[src/rtl/mem_arbiter.sv]
// Round-robin arbiter that serializes I-cache and D-cache block requests onto
// one registered main-memory port and routes completions back to the owner.
module mem_arbiter #(
  parameter int ADDR_W = 28,
  parameter int DATA_W = 128
) (
  input  logic              clk,
  input  logic              rst,
  input  logic              i_read,
  input  logic              i_write,
  input  logic [ADDR_W-1:0] i_addr,
  input  logic [DATA_W-1:0] i_wdata,
  output logic [DATA_W-1:0] i_rdata,
  output logic              i_ready,
  input  logic              d_read,
  input  logic              d_write,
  input  logic [ADDR_W-1:0] d_addr,
  input  logic [DATA_W-1:0] d_wdata,
  output logic [DATA_W-1:0] d_rdata,
  output logic              d_ready,
  output logic              mem_read,
  output logic              mem_write,
  output logic [ADDR_W-1:0] mem_addr,
  output logic [DATA_W-1:0] mem_wdata,
  input  logic [DATA_W-1:0] mem_rdata,
  input  logic              mem_ready
);

  typedef enum logic [1:0] {IDLE, BUSY, RESP} state_e;

  localparam logic OWN_I = 1'b0;
  localparam logic OWN_D = 1'b1;

  state_e            state_q, state_d;
  logic              owner_q, owner_d;
  logic              last_grant_q, last_grant_d;
  logic              mem_read_q, mem_read_d;
  logic              mem_write_q, mem_write_d;
  logic [ADDR_W-1:0] mem_addr_q, mem_addr_d;
  logic [DATA_W-1:0] mem_wdata_q, mem_wdata_d;
  logic [DATA_W-1:0] i_rdata_q, i_rdata_d;
  logic [DATA_W-1:0] d_rdata_q, d_rdata_d;

  logic i_req;
  logic d_req;
  logic grant;

  assign i_req = i_read | i_write;
  assign d_req = d_read | d_write;
  // On a tie the port that did not win last time goes next.
  assign grant = (i_req && d_req) ? ~last_grant_q : d_req;

  always_ff @(posedge clk or posedge rst) begin
    if (rst) begin
      state_q <= IDLE;
    end else begin
      state_q <= state_d;
    end
  end

  always_comb begin
    state_d = state_q;
    case (state_q)
      IDLE:    if (i_req || d_req) state_d = BUSY;
      BUSY:    if (mem_ready) state_d = RESP;
      RESP:    state_d = IDLE;
      default: state_d = IDLE;
    endcase
  end

  always_comb begin
    i_ready = (state_q == RESP) && (owner_q == OWN_I);
    d_ready = (state_q == RESP) && (owner_q == OWN_D);
  end

  // A simultaneous read+write is a write; the read bit only matters alone.
  always_comb begin
    owner_d      = owner_q;
    last_grant_d = last_grant_q;
    mem_read_d   = mem_read_q;
    mem_write_d  = mem_write_q;
    mem_addr_d   = mem_addr_q;
    mem_wdata_d  = mem_wdata_q;
    i_rdata_d    = i_rdata_q;
    d_rdata_d    = d_rdata_q;
    case (state_q)
      IDLE: begin
        if (i_req || d_req) begin
          owner_d      = grant;
          last_grant_d = grant;
          if (grant == OWN_D) begin
            mem_write_d = d_write;
            mem_read_d  = d_read & ~d_write;
            mem_addr_d  = d_addr;
            mem_wdata_d = d_wdata;
          end else begin
            mem_write_d = i_write;
            mem_read_d  = i_read & ~i_write;
            mem_addr_d  = i_addr;
            mem_wdata_d = i_wdata;
          end
        end
      end
      BUSY: begin
        if (mem_ready) begin
          mem_read_d  = 1'b0;
          mem_write_d = 1'b0;
          if (mem_read_q) begin
            if (owner_q == OWN_D) d_rdata_d = mem_rdata;
            else                  i_rdata_d = mem_rdata;
          end
        end
      end
      default: ;
    endcase
  end

  always_ff @(posedge clk or posedge rst) begin
    if (rst) begin
      owner_q      <= OWN_I;
      last_grant_q <= OWN_D;
      mem_read_q   <= 1'b0;
      mem_write_q  <= 1'b0;
      mem_addr_q   <= '0;
      mem_wdata_q  <= '0;
      i_rdata_q    <= '0;
      d_rdata_q    <= '0;
    end else begin
      owner_q      <= owner_d;
      last_grant_q <= last_grant_d;
      mem_read_q   <= mem_read_d;
      mem_write_q  <= mem_write_d;
      mem_addr_q   <= mem_addr_d;
      mem_wdata_q  <= mem_wdata_d;
      i_rdata_q    <= i_rdata_d;
      d_rdata_q    <= d_rdata_d;
    end
  end

  assign mem_read  = mem_read_q;
  assign mem_write = mem_write_q;
  assign mem_addr  = mem_addr_q;
  assign mem_wdata = mem_wdata_q;
  assign i_rdata   = i_rdata_q;
  assign d_rdata   = d_rdata_q;

endmodule

[config.mk]
export PLATFORM = sky130hd
export DESIGN_NAME = mem_arbiter
export DESIGN_NICKNAME = d
export VERILOG_FILES = /design/src/rtl/mem_arbiter.sv
export SDC_FILE = /design/constraint.sdc
export NUM_CORES = 1
export LEC_CHECK = 0
export CAP_MARGIN = 30
export CORE_AREA = 2 2 336 338
export CTS_CLUSTER_SIZE = 10
export DETAILED_ROUTE_END_ITERATION = 8
export DIE_AREA = 0 0 338 340
export PLACE_DENSITY = 0.44
export RECOVER_POWER = 100
export SLEW_MARGIN = 40
export SYNTH_ARGS = -nofsm -noshare
export SYNTH_HDL_FRONTEND = slang
export SYNTH_SLANG_ARGS = --single-unit
[constraint.sdc]
create_clock -name clk -period 23.1 [get_ports clk]
set_clock_uncertainty 0.15 [all_clocks]
set_input_delay 4.62 -clock clk [delete_from_list [all_inputs] [get_ports clk]]
set_output_delay 4.62 -clock clk [all_outputs]
set_load 0.1 [all_outputs]
---- Yosys cells after proc, flatten, opt, wreduce, memory -nomap -nowiden ----
Cells that the tools add are included.
word-level totals
  logic and storage cells ................. 45
  input bits .............................. 447
  output and inout bits ................... 416
  register bits ........................... 418
cells by class
  eq/ne operators ......................... 4
  reduce and logical (&&, ||, !) cells .... 11
  multiplexer cells ....................... 13
  bitwise gates (word level) .............. 8
operators by type and width
  cell                                                                   count
  128-bit two-way mux                                                    1
  28-bit two-way mux                                                     1
  4-bit AND reduction                                                    2
  1-bit two-way mux                                                      6
  2-bit two-way mux                                                      2
  2-bit inequality test, second input constant                           2
  1-bit inverter                                                         4
  1-bit case mux with 2 select lines                                     2
  2-bit case mux with 2 select lines                                     1
  2-bit AND reduction                                                    2
  1-bit logical AND                                                      3
  3-bit AND reduction                                                    1
  1-bit bitwise AND                                                      2
  2-bit by 1-bit equality test with 1-bit output, second input constant  1
  2-bit equality test, second input constant                             1
  2-bit zero test                                                        1
  1-bit OR                                                               2
  2-bit nonzero test                                                     1
  1-bit logical OR                                                       1

---- Longest topological paths before layout ----
  word-level depth ........................ 6
  gate-level depth with buffers ........... 7

---- Least setup slack after synthesis ----
OpenSTA, ideal clock, no wires.
  path kind ............................... flip-flop to output port
  from .................................... reg owner_q
  to ...................................... out i_ready
  data arrival time ....................... 2656 ps
  data required time ...................... 18330 ps
  path buffers ............................ 0
  stages on the path, launching flop included .. 2
  slack ................................... 15674 ps
  cell sequence ........................... dfrtp_1 -> nor3b_1
between the ends
  word-level cells in the longest chain between the ends .. 2
RTL lines
  item                             RTL line  source
  start, declared                  35        logic owner_q, owner_d;
  start signal, assigned           129       owner_q <= owner_d;
  1-bit inverter (no source line)  n/a
  1-bit logical AND                72        i_ready = (state_q == RESP) && (owner_q == OWN_I);
  end, declared                    14        output logic i_ready,
Every way passes these cells.

---- Worst setup path in the final report ----
  from .................................... in mem_ready
  to ...................................... reg i_rdata_q[43] (netlist: i_rdata[43])
between the ends
  word-level cells in the longest chain between the ends .. 1
RTL lines
  item                                  RTL line  source
  start, declared                       26        input logic mem_ready
  4-bit AND reduction (no source line)  n/a
  end signal, assigned                  135       i_rdata_q <= i_rdata_d;
  end, declared                         41        logic [DATA_W-1:0] i_rdata_q, i_rdata_d;
Every way passes these cells.
A chain may end at the register's enable or synchronous reset.

==> results.yml <==
run_status:
  status: "finished, violations left"
  failed_checks: "capacitance limit, slew limit"
drt:
  vias: 14100
  routedWlPerCell_um: 20.5
  ant_nets: 0
  vias_per_cell: 3.71
  drt_first_iter_violations: 589
  drt_wl_total_um: 78200
  dr.pass1.iters: 5
  remaining_drc_errors: 0
clock_network:
  clock_path_buffers: 3
  cts_buffers: 54
  cts.sinks: 418
  cts_root_buf: "clkbuf_16"
  cts_resized: 0
  ctsHtreeMaxLevel: 2
  cts_tree: "yes"
  ctsHoldBuffers: 0
  post_cts_buffers: 0
  path_clk_slew_ps: 50
  insertion_delay_ps: 620
floorplanning:
  ioPinCount: 863
  num_rows: 123
  dieArea_mm2: 0.115
  die_x_um: 338
  die-height_um: 340
  start_util_pct: 16.0
  fp.coreArea_mm2: 0.112
synthesis:
  syn_area_mm2: 0.0178
  ys_seq_area_share_pct: 58.7
  ys.flop_type: "dfrtp_1"
  synth_fp_nets: 1872
  synth-edff-count: 0
  yosys_warnings: 0
  syn_inst: 1425
  synth_area_per_cell_um2: 12.5
  postSynth.asyncResetShare_pct: 100
  synth.distinct_cells: 34
  ys_ff_latch: 418
setup_path:
  path_cells: "dlygate4sd3_1, nand3b_1, inv_1, nand2_2, nor2_1, clkbuf_1, clkbuf_1, clkbuf_1, mux2_2"
  critPathMaxFanout: 51
  cp-start-kind: "input pin"
  required_ps: 23440
  slowest_stage: "clkbuf_1"
  end_kind: "flop"
  path_class: "in2reg"
  crit_top_cell: "clkbuf_1"
  cp_slowest_stage_delay_ps: 2410
  cp_data_arrival_time_ps: 13400
global_route:
  busiest_layer: "met2"
  grt_use_met2_pct: 21.6
  grt_pass1_vias: 14900
  grt_pass1_wl_um: 110000
  grt_use_total_pct: 13.1
  use_met1_pct: 15.6
  met3_usage_pct: 5.06
  overflow: 0
  grt_max_degree: 102
  antenna_found_initial: 16
run:
  drv_cap: 23
layout:
  n_fill_cell: 12400
  mostFrequentLayoutCells: "clkbuf_1, clkdlybuf4s50_1, dfrtp_1"
  drive_above_1_share_pct: 5.77
  area_growth_pct: 46.5
  nNetsFinal: 2716
  layout_commonest_cell: "clkbuf_1"
sta:
  rsz0062_at_grt: "false"
  period_share_pct: 56.5
  max_freq_mhz: 76.6
  slew_viol_final: 756
  finalHoldViolCount: 0
  tns_ps: 0
  whs_ps: 330
  tightest_slew_ps: 4990
  min_period_ps: 13060
  slew_headroom_pct: -233
  setup_viol: 0
hold_path:
  hold_path_class: "reg2reg"
placement:
  globalplace.congestion: 0.795
  dp_hpwl_um: 58900
  port_buffers: 862
==> critical path: cells and delay by family <==
kind,cells,cell delay (ps)
muxes,1,490
and+or+nand+nor,3,1380
buffers and inverters,5,6730
==> per-stage QoR <==
step	cells	util [%]	worst slack, ps	area (um2)
after floorplan	1425	-	6700	17800
after global placement	3712	24.9	13970	27800
after detailed placement	3712	23.1	14390	25800
after CTS	3806	24.7	15090	27500
after global routing	3809	23.4	8570	26100
final	3814	23.4	10040	26100
==> final cells by class <==
class                   instances  area (um2)  area share (%)
repair buffers                885        6160            23.6
clock buffers                  82        1570            6.01
inverters                       3        12.5          0.0480
multi-input cells             907        5820            22.3
well taps                    1500        1880            7.19
flip-flops and latches        418       10500            40.1
diodes                          7        17.5          0.0671
clock inverters                12         164           0.628
==> sequential cells by signal, summed over array words and instances (netlist names) <==
name / count
d_rdata: 128
i_rdata: 128
last_grant_q: 1
mem_addr: 28
mem_read: 1
mem_wdata: 128
mem_write: 1
owner_q: 1
state_q: 2
==> cells by family after synthesis <==
group / Yosys count / synth area share [%]
AOI/OAI and AO/OA: 325 / 9.26
and+or+nand+nor: 326 / 7.07
buffers and inverters: 100 / 4.15
muxes: 256 / 20.8
DFF: 418 / 58.7
==> metal layers <==
layer  vias to the layer above  wire length [um]
met2                       578             37000
met1                      6860             31300
met5                         -               129
met4                        20              2030
li1                       6578                 -
met3                       113              7650
==> Yosys cell counts, drive strengths merged (2+ instances only) <==
| library cell | number | share of area, % |
|---|---|---|
| dfrtp | 417 | 59 |
| nand3 | 2 | 0.084 |
| clkbuf | 27 | 0.57 |
| mux2 | 256 | 21 |
| inv | 3 | 0.063 |
| a21oi | 313 | 8.8 |
| nand2 | 160 | 3.4 |
| nor2 | 159 | 3.4 |
| o21ai | 6 | 0.17 |
| buf | 70 | 3.5 |
==> path summary, 6_finish.rpt <==
check                                         from                        end  slack [ps]  depth (start not counted)
max                                      mem_ready    i_rdata[43]$_DFFE_PP0P_       10040                          9
min                        i_rdata[67]$_DFFE_PP0P_    i_rdata[67]$_DFFE_PP0P_         330                          1
max reg2reg                 state_q[1]$_DFFE_PP0P_    i_rdata[43]$_DFFE_PP0P_       14040                          8
min reg2reg                i_rdata[67]$_DFFE_PP0P_    i_rdata[67]$_DFFE_PP0P_         330                          1
max in group asynchronous                      rst  mem_wdata[92]$_DFFE_PP0P_       10250                          5
min in group asynchronous                      rst    d_rdata[29]$_DFFE_PP0P_        5710                          2
Power is left out: the tool's default activity adds up to more than one toggle a clock period on the data nets, which glitch-free logic cannot reach.
